### src/rtl/display_scheduler.sv
// display_scheduler: arbitrates the LCD between memory/accumulator views (round-robin,
// fixed dwell per grant) and a loading banner that preempts everything.
module display_scheduler #(
    parameter logic [23:0] DWELL = 24'd5_000_000
) (
    input  logic        clk,
    input  logic        reset,
    input  logic [2:0]  req,
    input  logic [15:0] mem_data,
    input  logic [15:0] acc_data,
    output logic [15:0] dsply,
    output logic        dsply_en,
    output logic        lcd_en,
    output logic [2:0]  grant,
    output logic [1:0]  ack
);
    typedef enum logic [1:0] {IDLE, SHOW, RELEASE, LOAD} state_t;
    localparam logic [23:0] DWELL_M1 = (DWELL == 24'd0) ? 24'd0 : DWELL - 24'd1;

    state_t      state_q, state_d;
    logic        ptr_q, ptr_d;
    logic [23:0] cnt_q, cnt_d;
    logic [15:0] dsply_q, dsply_d;
    logic [1:0]  mode_q, mode_d;
    logic [2:0]  grant_q, grant_d;
    logic [1:0]  ack_q, ack_d;
    logic        own, eff_ptr, any, win;

    assign own     = grant_q[1];
    // in RELEASE the pointer has not been written yet, so arbitrate with its next value
    assign eff_ptr = (state_q == RELEASE) ? ~own : ptr_q;
    assign any     = req[0] | req[1];
    assign win     = (req[0] & req[1]) ? eff_ptr : req[1];

    always_comb begin
        state_d = state_q;
        ptr_d   = ptr_q;
        cnt_d   = cnt_q;
        dsply_d = dsply_q;
        mode_d  = mode_q;
        grant_d = grant_q;
        ack_d   = 2'b00;
        if (req[2]) begin
            state_d = LOAD;
            grant_d = 3'b100;
            mode_d  = 2'b11;
            cnt_d   = 24'd0;
        end else if (state_q == LOAD) begin
            state_d = IDLE;
            grant_d = 3'b000;
            mode_d  = 2'b00;
        end else if (state_q == SHOW) begin
            state_d = (cnt_q == 24'd0) ? RELEASE : SHOW;
            ack_d   = (cnt_q == 24'd0) ? (own ? 2'b10 : 2'b01) : 2'b00;
            cnt_d   = (cnt_q == 24'd0) ? cnt_q : cnt_q - 24'd1;
        end else begin
            ptr_d   = (state_q == RELEASE) ? ~own : ptr_q;
            state_d = any ? SHOW : IDLE;
            grant_d = any ? (win ? 3'b010 : 3'b001) : 3'b000;
            mode_d  = any ? (win ? 2'b10 : 2'b01) : 2'b00;
            dsply_d = any ? (win ? acc_data : mem_data) : dsply_q;
            cnt_d   = any ? DWELL_M1 : 24'd0;
        end
    end

    always_ff @(posedge clk or negedge reset) begin
        if (!reset) begin
            state_q <= IDLE;
            ptr_q   <= 1'b0;
            cnt_q   <= 24'd0;
            dsply_q <= 16'h0000;
            mode_q  <= 2'b00;
            grant_q <= 3'b000;
            ack_q   <= 2'b00;
        end else begin
            state_q <= state_d;
            ptr_q   <= ptr_d;
            cnt_q   <= cnt_d;
            dsply_q <= dsply_d;
            mode_q  <= mode_d;
            grant_q <= grant_d;
            ack_q   <= ack_d;
        end
    end

    assign dsply    = dsply_q;
    assign dsply_en = mode_q[1];
    assign lcd_en   = mode_q[0];
    assign grant    = grant_q;
    assign ack      = ack_q;
endmodule

### config.mk
export PLATFORM = sky130hd
export DESIGN_NAME = display_scheduler
export DESIGN_NICKNAME = d
export VERILOG_FILES = /design/src/rtl/display_scheduler.sv
export SDC_FILE = /design/constraint.sdc
export NUM_CORES = 1
export LEC_CHECK = 0
export BUFFER_PORTS_ARGS = -buffer_cell sky130_fd_sc_hd__buf_2
export CAP_MARGIN = 5
export CORE_UTILIZATION = 45
export CTS_CLUSTER_SIZE = 30
export DETAILED_ROUTE_END_ITERATION = 10
export PLACE_DENSITY = 0.68
export SLEW_MARGIN = 25
export SYNTH_ARGS = -nofsm -noshare
export SYNTH_HDL_FRONTEND = slang
export SYNTH_SLANG_ARGS = --single-unit
export TNS_END_PERCENT = 50
### constraint.sdc
create_clock -name clk -period 2.56 [get_ports clk]
set_input_delay 0.256 -clock clk [delete_from_list [all_inputs] [get_ports clk]]
set_output_delay 0.256 -clock clk [all_outputs]
set_load 0.005 [all_outputs]
==> results.toml <==
[run_status]
outcome = "finished clean"

[worst_setup_path]
max_stage_delay_ns = 0.62
critical_path_required_ns = 2.75
crit_buf_inv = 0
crit_end = "cnt_q[22]$_DFFE_PN0P_"
crit_arrival_ns = 2.52
end_kind = "flop"
path_max_fanout = 10
crit_cells = 5
reg2reg_slack_ns = 0.24
timing.rr.end = "cnt_q[22]$_DFFE_PN0P_"
critPathKind = "reg2reg"
cpLargestDelayFamily = "simple AND/OR/NAND/NOR gates"
slowest_stage = "or4_4"
crit_start = "cnt_q[6]$_DFFE_PN0P_"
path_cells = "or4_4 -> nor4_4 -> a211o_1 -> nand2_1 -> a221o_1"
start_kind = "flop"
reg2reg_depth = 5
r2r_start = "cnt_q[6]$_DFFE_PN0P_"

[floorplanning]
pin_count = 60
die_height_um = 78.90
core_area_mm2 = 0.005608
fp.dieW_um = 78.90
num_rows = 27
start_util_pct = 47.46
die_area_mm2 = 0.006225

[global_routing]
grt_pass1_wl_um = 10310
grt_remaining_overflow = 0
grt_usage_pct = 21.19
grt_max_degree = 33
antenna_found_initial = 0
grt_pass1_vias = 2207

[cts]
clk_latency_ns = 0.31
path_clk_slew_ns = 0.10
numCtsBuffers = 5
cts_root_buf = "clkbuf_8"
post_cts_resize_count = 0
cts_num_sinks = 50
clockBufferDepth = 2
cts_tree = "yes"
htreeDepth = 2
post-cts-setup-buffers = 0

[timing]
hold_violations = 0
max_clock_freq_ghz = 0.4308
tns_ns = 0
min_period_ns = 2.321
drv_slew = 0
worst_hold_slack_ns = 0.2317
tightest_slew_ns = 0.4415
rsz0062_at_grt = "false"
skew_ns = 0.009860
finalCritPeriodShare_pct = 90.68
relSlewSlack_pct = 70.56
setup_violations = 0

[detailed_routing]
vias = 2240
ant_nets = 0
drtPass1Iterations = 4
post_drt_via_cell_ratio = 5.572
route.detailed.drc = 0
drtIter0Drc = 157
route.detailed.wl_per_inst_um = 14.80
routed_wl_um = 5950

[yosys]
ys_warn_count = 0
synth_edf_count = 0
ys_types = 55
yosysTopAreaCell = "dfrtp_1"
ys.flop_type = "dfrtp_1"
syn_area_mm2 = 0.002661
synth_nets = 307
avgSynthCellArea_um2 = 9.893
synth_area_leaders = "dfrtp_1 47%, mux2i_1 6.0%, nand2_1 3.8%, o21ai_0 3.8%, a21oi_1 2.4%"
synthArstFlopShare_pct = 100.0
ys_seq_area_share_pct = 47.01
synth_cells = 269
yosysTopAreaCellShare_pct = 47.01
synth-seq-cells = 50

[worst_hold_path]
hold_class = "in2reg"
hold-path-cell-count = 3

[layout]
nets = 367
drive_gt1_share_pct = 28.48
antenna_cells = 0
layout_common_cells = "59 x buf_2, 50 x dfrtp_1, 27 x nand2_1, 20 x o21ai_0"
area_delta_synth_final_pct = 19.56
fillers = 499
mostFrequentLayoutCell = "buf_2"
multi_input_area_mm2 = 0.001320
regArea_mm2 = 0.001251

[placed_design]
hpwl_um = 4455
numPortBuffers = 59
gp_congestion = 0.8345

[power_and_ir_drop]
ir_worst_vdd_v = 0.0003587
total_leakage_power_nw = 1.535
powerDensity_mw_per_mm2 = 822.7

[run]
maxCapViolCount = 0
-- per-layer routing --
layer	global-route usage [%]	routed length [um]
met4	7.091	78
met3	5.057	430
met2	35.30	2802
met1	27.01	2639
met5	0	0
-- cells in the mapped netlist (6+ instances only) --
cell type,n
a21o_1,6
clkbuf_1,10
dfrtp_1,50
or3_1,7
nor2_1,16
o21ai_0,20
a21oi_1,13
o31ai_1,7
nand2b_1,8
nand2_1,27
mux2i_1,16
nor3_1,8
-- worst min path at each step --
stage	from	end
finish	acc_data[7]	dsply[7]$_DFFE_PN0P_
global route	acc_data[6]	dsply[6]$_DFFE_PN0P_
CTS	acc_data[7]	dsply[7]$_DFFE_PN0P_
detailed placement	reset	ack[1]$_DFF_PN0_
global placement	reset	ack[1]$_DFF_PN0_
floorplan	reset	ack[0]$_DFF_PN0_
-- per-stage QoR --
step | instances | power (mW) | utilization [%] | worst slack [ns] | instance area (um2)
global route | 402 | 2.811 | 56.74 | 0.08195 | 3182
global placement | 393 | 2.054 | 54.53 | 0.3368 | 3058
CTS | 402 | 2.649 | 56.74 | 0.2375 | 3182
detailed placement | 393 | 2.076 | 54.53 | 0.2492 | 3058
finish | 402 | 2.618 | 56.74 | 0.2385 | 3182
floorplan | 269 | 1.759 | - | 0.3872 | 2661
-- worst register-to-register path, delay by kind of cell (launching register included) --
family             cells  cell delay, ns
and+or+nand+nor        3            1.06
AOI/OAI and AO/OA      2            0.71
DFF                    1            0.44
-- what timing repair did --
item	4_1_cts	5_1_grt
hold buffers	1	0
endpoints found under the hold margin	13	0
endpoints found under the setup margin	0	0
-- registers in the layout, indices dropped and copies added, names as in the netlist --
| name | cells |
|---|---|
| mode_q | 2 |
| cnt_q | 24 |
| state_q | 2 |
| dsply | 16 |
| ptr_q | 1 |
| grant | 3 |
| ack | 2 |
-- report_power, final --
group	switching [mW]	internal [mW]	leakage, nW	total (mW)
Sequential	0.140	0.958	0.644	1.10
Combinational	0.536	0.428	0.841	0.964
Clock	0.265	0.291	0.0504	0.556
Total	0.941	1.68	1.53	2.62
-- kinds of logic (layout without fill, tap and decap cells) --
group                    count (synthesis)  count (layout)  share of synthesized area (%)
AND/OR/NAND/NOR                         99              99                          21.44
AO/OA/AOI/OAI                           75              75                          19.18
multiplexers                            16              16                          6.018
adder cells (fa/ha/maj)                  1               1                         0.4701
buffers and inverters                   22              83                          3.902
flip-flops                              50              50                          47.01
XOR/XNOR                                 6               6                          1.975
-- area by class of cell --
type | instances | share of cell area (%)
clock inverters | 3 | 1.416
repair buffers | 72 | 12.43
well taps | 72 | 2.831
inverters | 3 | 0.3539
clock buffers | 5 | 2.163
flip-flops and latches | 50 | 39.32
multi-input cells | 197 | 41.49
(Power assumes the default switching activity.)
